[src/rtl/apb_slave_pkg.sv]
// Shared types and helpers for the APB register-bank completer.
// Holds the FSM state encoding, the response codes and the word-index decode.
package apb_slave_pkg;

    typedef enum logic [1:0] {
        ST_IDLE  = 2'd0,
        ST_SETUP = 2'd1,
        ST_WAIT  = 2'd2,
        ST_DONE  = 2'd3
    } state_t;

    localparam logic APB_OK  = 1'b0;
    localparam logic APB_ERR = 1'b1;

    // Word index of a byte address, widened so any bus width compares exactly.
    function automatic logic [63:0] word_index(input logic [63:0] addr);
        return {2'b00, addr[63:2]};
    endfunction

endpackage

[src/rtl/apb_slave_regfile.sv]
// Register storage for the APB completer: one write port, a read mux,
// and a read-only identification word at index 0.
module apb_slave_regfile #(
    parameter int                NUM_REGS = 8,
    parameter int                DATA_W   = 32,
    parameter int                IDX_W    = 3,
    parameter logic [DATA_W-1:0] ID_VALUE = 32'hA9B0_0001
) (
    input  logic              clk,
    input  logic              srst,
    input  logic              we,
    input  logic [IDX_W-1:0]  waddr,
    input  logic [DATA_W-1:0] wdata,
    input  logic [IDX_W-1:0]  raddr,
    output logic [DATA_W-1:0] rdata
);

    // Index 0 has no storage; it always reads back ID_VALUE.
    logic [DATA_W-1:0] store [1:NUM_REGS-1];

    genvar gi;
    generate
        for (gi = 1; gi < NUM_REGS; gi++) begin : g_reg
            always_ff @(posedge clk) begin
                if (srst) begin
                    store[gi] <= '0;
                end else if (we && (waddr == IDX_W'(gi))) begin
                    store[gi] <= wdata;
                end
            end
        end
    endgenerate

    always_comb begin
        rdata = '0;
        if (raddr == '0) begin
            rdata = ID_VALUE;
        end
        for (int i = 1; i < NUM_REGS; i++) begin
            if (raddr == IDX_W'(i)) begin
                rdata = store[i];
            end
        end
    end

endmodule

[src/rtl/apb_slave_regbank.sv]
// APB completer answering one psel bit with a bank of 32-bit registers,
// a fixed number of wait states and pslverr on illegal accesses.
module apb_slave_regbank
    import apb_slave_pkg::*;
#(
    parameter int                     PADDR_WIDTH = 32,
    parameter int                     PDATA_WIDTH = 32,
    parameter int                     PSEL_IDX    = 0,
    parameter int                     NUM_REGS    = 8,
    parameter int                     WAIT_CYCLES = 0,
    parameter logic [PDATA_WIDTH-1:0] ID_VALUE    = 32'hA9B0_0001
) (
    input  logic                   pclock,
    input  logic                   preset,
    input  logic [PADDR_WIDTH-1:0] paddr,
    input  logic                   prwd,
    input  logic [PDATA_WIDTH-1:0] pwdata,
    input  logic                   penable,
    input  logic [15:0]            psel,
    output logic [PDATA_WIDTH-1:0] prdata,
    output logic                   pready,
    output logic                   pslverr
);

    localparam int IDX_W = (NUM_REGS > 1) ? $clog2(NUM_REGS) : 1;

    state_t                 state_reg;
    state_t                 state_next;
    state_t                 phase;
    logic [3:0]             waitcnt_reg;
    logic [3:0]             waitcnt_next;
    logic [PADDR_WIDTH-1:0] addr_reg;
    logic                   write_reg;
    logic [PDATA_WIDTH-1:0] wdata_reg;
    logic                   pready_reg;
    logic                   pslverr_reg;
    logic [PDATA_WIDTH-1:0] prdata_reg;

    logic                   sel;
    logic [PADDR_WIDTH-1:0] xfer_addr;
    logic                   xfer_write;
    logic [63:0]            xfer_index;
    logic                   xfer_err;
    logic [IDX_W-1:0]       reg_idx;
    logic [PDATA_WIDTH-1:0] rd_data;
    logic                   commit;
    logic                   enter_done;
    logic                   unused_psel;

    assign sel         = psel[PSEL_IDX];
    assign unused_psel = ^psel;

    // The setup cycle itself is decoded combinationally as SETUP, so its
    // decision is taken on the edge that starts access cycle 1; that is what
    // lets pready land in access cycle 1+WAIT_CYCLES with registered outputs.
    always_comb begin
        phase = state_reg;
        if (((state_reg == ST_IDLE) || (state_reg == ST_DONE)) && sel && !penable) begin
            phase = ST_SETUP;
        end
    end

    // During SETUP the bus carries the transfer; afterwards the latched copy does.
    assign xfer_addr  = (phase == ST_SETUP) ? paddr : addr_reg;
    assign xfer_write = (phase == ST_SETUP) ? prwd  : write_reg;
    assign xfer_index = word_index(64'(xfer_addr));
    assign xfer_err   = (xfer_index >= 64'(NUM_REGS))
                     || (xfer_addr[1:0] != 2'b00)
                     || (xfer_write && (xfer_index == 64'd0));
    assign reg_idx    = xfer_index[IDX_W-1:0];

    always_comb begin
        state_next   = phase;
        waitcnt_next = waitcnt_reg;
        commit       = 1'b0;
        case (phase)
            ST_IDLE: begin
                state_next = ST_IDLE;
            end
            ST_SETUP: begin
                waitcnt_next = 4'(WAIT_CYCLES);
                state_next   = (WAIT_CYCLES == 0) ? ST_DONE : ST_WAIT;
            end
            ST_WAIT: begin
                if (!sel) begin
                    state_next = ST_IDLE;
                end else begin
                    waitcnt_next = waitcnt_reg - 4'd1;
                    if (waitcnt_reg <= 4'd1) begin
                        state_next = ST_DONE;
                    end
                end
            end
            ST_DONE: begin
                state_next = ST_IDLE;
                commit     = sel && penable && write_reg && !xfer_err;
            end
            default: begin
                state_next = ST_IDLE;
            end
        endcase
    end

    assign enter_done = (state_next == ST_DONE);

    always_ff @(posedge pclock) begin
        if (preset) begin
            state_reg   <= ST_IDLE;
            waitcnt_reg <= '0;
            addr_reg    <= '0;
            write_reg   <= 1'b0;
            wdata_reg   <= '0;
            pready_reg  <= 1'b0;
            pslverr_reg <= APB_OK;
            prdata_reg  <= '0;
        end else begin
            state_reg   <= state_next;
            waitcnt_reg <= waitcnt_next;
            if (phase == ST_SETUP) begin
                addr_reg  <= paddr;
                write_reg <= prwd;
                wdata_reg <= pwdata;
            end
            pready_reg  <= enter_done;
            pslverr_reg <= (enter_done && xfer_err) ? APB_ERR : APB_OK;
            prdata_reg  <= (enter_done && !xfer_err && !xfer_write) ? rd_data : '0;
        end
    end

    assign pready  = pready_reg;
    assign pslverr = pslverr_reg;
    assign prdata  = prdata_reg;

    apb_slave_regfile #(
        .NUM_REGS (NUM_REGS),
        .DATA_W   (PDATA_WIDTH),
        .IDX_W    (IDX_W),
        .ID_VALUE (ID_VALUE)
    ) u_regfile (
        .clk   (pclock),
        .srst  (preset),
        .we    (commit),
        .waddr (reg_idx),
        .wdata (wdata_reg),
        .raddr (reg_idx),
        .rdata (rd_data)
    );

endmodule
[config.mk]
export PLATFORM = sky130hd
export DESIGN_NAME = apb_slave_regbank
export DESIGN_NICKNAME = d
export VERILOG_FILES = /design/src/rtl/apb_slave_pkg.sv /design/src/rtl/apb_slave_regfile.sv /design/src/rtl/apb_slave_regbank.sv
export SDC_FILE = /design/constraint.sdc
export NUM_CORES = 1
export LEC_CHECK = 0
export BUFFER_PORTS_ARGS = -buffer_cell sky130_fd_sc_hd__buf_2
export CAP_MARGIN = 5
export CELL_PAD_IN_SITES_DETAIL_PLACEMENT = 1
export CELL_PAD_IN_SITES_GLOBAL_PLACEMENT = 1
export CORE_MARGIN = 2
export CORE_UTILIZATION = 40
export DETAILED_ROUTE_END_ITERATION = 16
export PLACE_DENSITY = 0.75
export SLEW_MARGIN = 25
export SYNTH_ARGS = -nofsm -noshare
export SYNTH_HDL_FRONTEND = slang
export SYNTH_SLANG_ARGS = --single-unit
[constraint.sdc]
create_clock -name pclock -period 4 [get_ports pclock]
set_input_delay 0.2 -clock pclock [delete_from_list [all_inputs] [get_ports pclock]]
set_output_delay 0.2 -clock pclock [all_outputs]
set_load 0.02 [all_outputs]
==> results.tsv, run 1 <==
stage	metric	value	unit
outcome	status	finished, final reports clean	
clock_network	cts_max_level	2	
finish	largest_register_ffs	224	
timing	drv_slew	0	
timing	finalHoldViolations	0	
finish	layout.cells.non_filler	1911	
timing	slew_headroom	47.1	%
finish	drive_gt1_share	15.9	%
drt	vias	10900	
logic_synthesis	synth_area	13800	sq um
global_route	grt-ovfl-total	0	
run	drv_cap	0	
drt	ant_nets	0	
clock_network	cts_root_buffer	clkbuf_16	
timing	setup_viol	0	
drt	dr.pass1.iters	7	
clock_network	cts.sinks	329	
worst_setup_path	cpPeakStageDelay	0.72	ns
worst_setup_path	start_kind	register	
global_route	grt_max_degree	63	
logic_synthesis	synth_enable_flop_cells	224	
drt	wl	43.6	mm
timing	max_freq	284	MHz
floorplan	ioPinCount	118	
finish	num_antenna_cells	0	
global_route	grt_pass1_vias	11700	
worst_setup_path	cp_num_buf_inv	3	
clock_network	insertion_delay	0.54	ns
timing	finalClockSkew	0.0243	ns
global_route	grt_pass1_wl	67.1	mm
place	dp_hpwl	24.7	mm
place	dp_slack	0.331	ns
logic_synthesis	syn-mean-instance-area	10.9	sq um
drt	avgViaCountPerCell	5.69	
worst_setup_path	cp.arrival	3.74	ns
worst_setup_path	cp_max_fo	16	
timing	timing.final.ws_setup	0.481	ns
timing	tns	0	ns
drt	drt_iter0_drc	668	
floorplan	initial_core_util	40.3	%
logic_synthesis	ys_ff_latch	329	
drt	drcViolationCount	0	
worst_setup_path	criticalPathCategory	reg2reg	
worst_setup_path	slowest_stage	a221oi_2	
power	powerDensity	618	nW/um^2
clock_network	cts_tree	done	
logic_synthesis	synth_nets	1355	
drt	routedWlPerCell	22.8	um
timing	rsz0062_at_grt	false	
worst_setup_path	endpoint_kind	register	
global_route	track_usage	24.5	%
place	io_buffers	102	
worst_setup_path	crit_top_cell	inv_1	
clock_network	ctsResizeCount	0	
clock_network	clk_path_buf_depth	3	
logic_synthesis	synthDistinctLibCells	50	
finish	final_net_count	1516	
logic_synthesis	syn_inst	1266	
floorplan	die_area	36100	sq um
timing	finalCritPeriodShare	88.0	%
power	vdd_ir_drop_max	0.000322	V
global_route	antenna_found_initial	0	
floorplan	coreArea	34300	sq um
clock_network	cts_buffers	38	
finish	top_register	u_regfile.store	
logic_synthesis	ys_seq_area_share	63.9	%
logic_synthesis	ys_warn_count	0	
power	leakage	5.97	nW
finish	final_cell_mix	319 x nor2_1, 224 x edfxtp_1, 121 x a21oi_1, 105 x dfxtp_1, 101 x buf_2	
finish	fillers	3658	
worst_hold_path	hold_path_class	in2reg	
timing	whs	0.0909	ns
timing	min_period	3.52	ns
logic_synthesis	postSynth.asyncResetShare	0	%
floorplan	die_h	190	um
worst_setup_path	cp_data_required_time	4.22	ns
logic_synthesis	ys.flop_type	edfxtp_1	
floorplan	fp.dieW	190	um
finish	area_growth	23.1	%
worst_setup_path	cp_cell_sequence	inv_1 -> a21oi_1 -> inv_1 -> ha_4 -> nor4_1 -> nand4_1 -> a221oi_2 -> nand3_1 -> nand2b_1 -> buf_4	
place	gp_congestion	0.779	
finish	final_common_cell	nor2_1	
floorplan	core.rowCount	68	
worst_setup_path	cp_top_family	simple AND/OR/NAND/NOR gates	
clock_network	clk_transition_reported_paths	0.06	ns
timing	worst_pin_slew	0.793	ns
place	place_inst	1780	
-- cell usage after synthesis (4+ instances only) --
master    instances  area, sq um
nor3_1           17         85.1
o21a_1            5         37.5
dfxtp_1         105         2100
o211ai_1         25          188
o221ai_1         16          140
a21oi_1         121          606
edfxtp_1        224         6730
mux2i_1          65          651
o21ai_0          79          395
nor4_1            8         50.1
o22ai_1           6         37.5
nand2b_1         68          425
ha_1              5         62.6
nand2_1          13         48.8
nand3_1           4         20.0
o21bai_1          5         37.5
inv_1             9         33.8
nand4_1           8         50.1
a31oi_1          25          156
clkbuf_1         81          304
mux2_2            8         90.1
buf_1             6         22.5
nor2_1          321         1200
-- cell families (layout without fill, tap and decap cells) --
family,count (synthesis),after routing,share of synthesized area [%]
AOI/OAI and AO/OA,303,303,13.0
buffers and inverters,98,288,2.68
and+or+nand+nor,458,458,14.7
adders and majority gates,5,5,0.452
DFF,329,329,63.9
muxes,73,73,5.36
-- path summary, 6_finish.rpt --
check        slack (ns)  depth (start not counted)    startpoint                endpoint
min                0.09                          3       psel[0]          waitcnt_reg[2]
max                0.48                         10  state_reg[1]  u_regfile.store[6][27]
max reg2reg        0.48                         10  state_reg[1]  u_regfile.store[6][27]
min reg2reg        0.50                          2  addr_reg[16]            addr_reg[16]
-- metrics by stage --
step                      util [%]  total power [mW]  instance area (sq um)
after floorplan                  -              5.88                  13800
after global placement        43.9              6.66                  15000
after detailed placement      43.9              6.75                  15000
after CTS                     49.6              10.5                  17000
after global routing          49.6              11.0                  17000
final                         49.6              10.5                  17000
-- worst min-delay path: cells and delay by family --
family / cells / cell delay [ns]
buffers and inverters: 1 / 0.14
AO/OA/AOI/OAI: 2 / 0.23
-- power by group --
group	total [mW]	leakage (nW)	internal, mW	switching [mW]
registers	4.03	3.17	3.88	0.149
clock network	3.73	0.666	2.32	1.41
logic	2.75	2.14	1.01	1.74
total	10.5	5.97	7.21	3.30
-- what timing repair did --
| action | in CTS | in global routing |
|---|---|---|
| endpoints found under the hold margin | 62 | 0 |
| hold buffers | 62 | 0 |
| buffers inserted | 0 | 0 |
-- per-layer routing --
| layer | up-vias | track usage, % | wire, um |
|---|---|---|---|
| met2 | 367 | 45.3 | 23000 |
| li1 | 4881 | - | - |
| met3 | 106 | 2.79 | 2270 |
| met1 | 5512 | 29.1 | 17000 |
| met5 | - | 0 | 0 |
| met4 | 0 | 9.06 | 1310 |
-- cell type report --
type / instances / area [sq um] / area share (%)
clock inverters: 12 / 168 / 0.985
multi-input cells: 839 / 4700 / 27.6
inverters: 9 / 33.8 / 0.198
well taps: 455 / 569 / 3.34
repair buffers: 210 / 1530 / 8.98
clock buffers: 57 / 1190 / 6.98
flip-flops and latches: 329 / 8830 / 51.9
No activity file was read; power rests on OpenSTA's default activity.
==> inputs of run 2 (changes only) <==
--- a/config.mk
+++ b/config.mk
@@ -9,10 +9,10 @@
 export CAP_MARGIN = 5
 export CELL_PAD_IN_SITES_DETAIL_PLACEMENT = 1
 export CELL_PAD_IN_SITES_GLOBAL_PLACEMENT = 1
-export CORE_MARGIN = 2
-export CORE_UTILIZATION = 40
+export CORE_UTILIZATION = 35
 export DETAILED_ROUTE_END_ITERATION = 16
-export PLACE_DENSITY = 0.75
+export PLACE_DENSITY = 0.68
+export REMOVE_ABC_BUFFERS = 1
 export SLEW_MARGIN = 25
 export SYNTH_ARGS = -nofsm -noshare
 export SYNTH_HDL_FRONTEND = slang
==> results.tsv, run 2 (synthesized netlist as in run 1, its figures left out) <==
stage	metric	value	unit
floorplan	core.rowCount	72	
finish	num_antenna_cells	0	
outcome	status	finished, final reports clean	
place	gp_congestion	0.772	
worst_setup_path	r2r_end	prdata[23]	
floorplan	ioPinCount	118	
drt	vias	10500	
drt	wl	41.3	mm
worst_setup_path	reg2reg_depth	10	
worst_setup_path	endpoint_kind	register	
power	vdd_ir_drop_max	0.000353	V
clock_network	cts_root_buffer	clkbuf_16	
timing	whs	0.0866	ns
worst_setup_path	cp_max_fo	19	
timing	timing.final.ws_setup	0.746	ns
timing	worst_pin_slew	0.690	ns
clock_network	cts_max_level	2	
timing	finalHoldViolations	0	
timing	min_period	3.25	ns
timing	finalCritPeriodShare	81.3	%
global_route	track_usage	20.6	%
timing	rsz0062_at_grt	false	
drt	drt_iter0_drc	708	
floorplan	fp.dieW	201	um
timing	setup_viol	0	
worst_setup_path	cp_data_required_time	4.39	ns
worst_setup_path	r2r_start	state_reg[1]	
drt	drcViolationCount	0	
worst_setup_path	start_kind	register	
drt	avgViaCountPerCell	5.32	
drt	routedWlPerCell	20.9	um
clock_network	cts.sinks	329	
clock_network	clk_path_buf_depth	3	
floorplan	coreArea	38800	sq um
drt	dr.pass1.iters	4	
timing	drv_slew	0	
worst_setup_path	cp.arrival	3.65	ns
worst_setup_path	critical_path.startpoint	state_reg[1]	
global_route	grt_pass1_vias	11400	
worst_setup_path	endpoint	prdata[23]	
place	io_buffers	102	
finish	drive_gt1_share	15.6	%
finish	top_register	u_regfile.store	
finish	final_common_cell	nor2_1	
worst_setup_path	reg2reg_slack	0.75	ns
place	dp_slack	0.490	ns
clock_network	cts_tree	done	
global_route	grt_pass1_wl	64.7	mm
floorplan	initial_core_util	35.6	%
timing	finalClockSkew	0.0181	ns
worst_hold_path	hold_path_class	in2reg	
finish	final_net_count	1519	
floorplan	die_h	201	um
finish	area_growth	22.5	%
timing	slew_headroom	54.0	%
place	dp_hpwl	24.5	mm
clock_network	insertion_delay	0.54	ns
global_route	grt-ovfl-total	0	
finish	final_cell_mix	319 x nor2_1, 224 x edfxtp_1, 121 x a21oi_1, 105 x dfxtp_1, 101 x buf_2	
worst_setup_path	criticalPathCategory	reg2reg	
global_route	grt_max_degree	62	
clock_network	cts_setup_buffers	0	
timing	max_freq	307	MHz
run	drv_cap	0	
power	leakage	5.90	nW
power	powerDensity	593	nW/um^2
finish	largest_register_ffs	224	
clock_network	clk_transition_reported_paths	0.06	ns
floorplan	die_area	40300	sq um
global_route	antenna_found_initial	0	
clock_network	cts_buffers	38	
drt	ant_nets	0	
run 2: cell types whose count changed in the layout (fill, tap and decap cells not counted), sizes merged:
cell / change
buf: +3
clkbuf: -3
inv: -1
clkinv: +7
clkinvlp: -1
bufinv: -3
run 2: worst min-delay path by stage:
stage,endpoint,depth (start not counted),from,slack (ns)
detailed placement,wdata_reg[9],3,pwdata[9],0.44
global placement,wdata_reg[15],3,pwdata[15],0.43
CTS,waitcnt_reg[2],4,psel[0],0.05
finish,waitcnt_reg[2],4,psel[0],0.09
floorplan,state_reg[0],1,preset,0.27
global route,waitcnt_reg[2],4,psel[0],0.09
run 2: per-stage QoR:
stage / power (mW) / area [sq um] / instances / util, % / setup TNS [ns]
global placement: 6.69 / 15200 / 1846 / 39.0 / 0
finish: 10.0 / 16900 / 1976 / 43.6 / 0
global route: 10.5 / 16900 / 1976 / 43.6 / 0
CTS: 10.1 / 16900 / 1976 / 43.6 / 0
detailed placement: 6.78 / 15200 / 1846 / 39.0 / 0
floorplan: 5.88 / 13500 / 1177 / - / -1042.15
run 2: final cells by class:
type                    count  area, sq um
flip-flops and latches    329         8830
well taps                 518          648
multi-input cells         839         4700
repair buffers            213         1560
inverters                   9         33.8
clock buffers              54         1060
fillers                  4171        21900
clock inverters            14         93.8
run 2: critical path, cell delays in order, from the launching register on:
cell and delay, ns:
dfxtp_1 0.30, inv_1 0.07, a21o_1 0.21, ha_4 0.34, buf_4 0.40, mux2i_1 0.46, buf_4 0.35, nand2_1 0.41
o221ai_1 0.33, o21a_1 0.17, nor3_1 0.06
run 2: power by group:
| group | switching, mW | internal, mW |
|---|---|---|
| clock network | 1.36 | 1.91 |
| registers | 0.137 | 3.88 |
| logic | 1.73 | 1.03 |
run 2: repair_timing:
item | in CTS | in global routing
endpoints found under the hold margin | 62 | 0
gates resized for setup | 0 | 0
hold buffers | 62 | 0
run 2: per-layer routing:
metal  part of all wire (%)  global-route usage [%]
met1                     43                    25.8
met2                     49                    35.8
met3                    5.1                    3.70
met4                    2.6                    7.28
met5                      0                       0
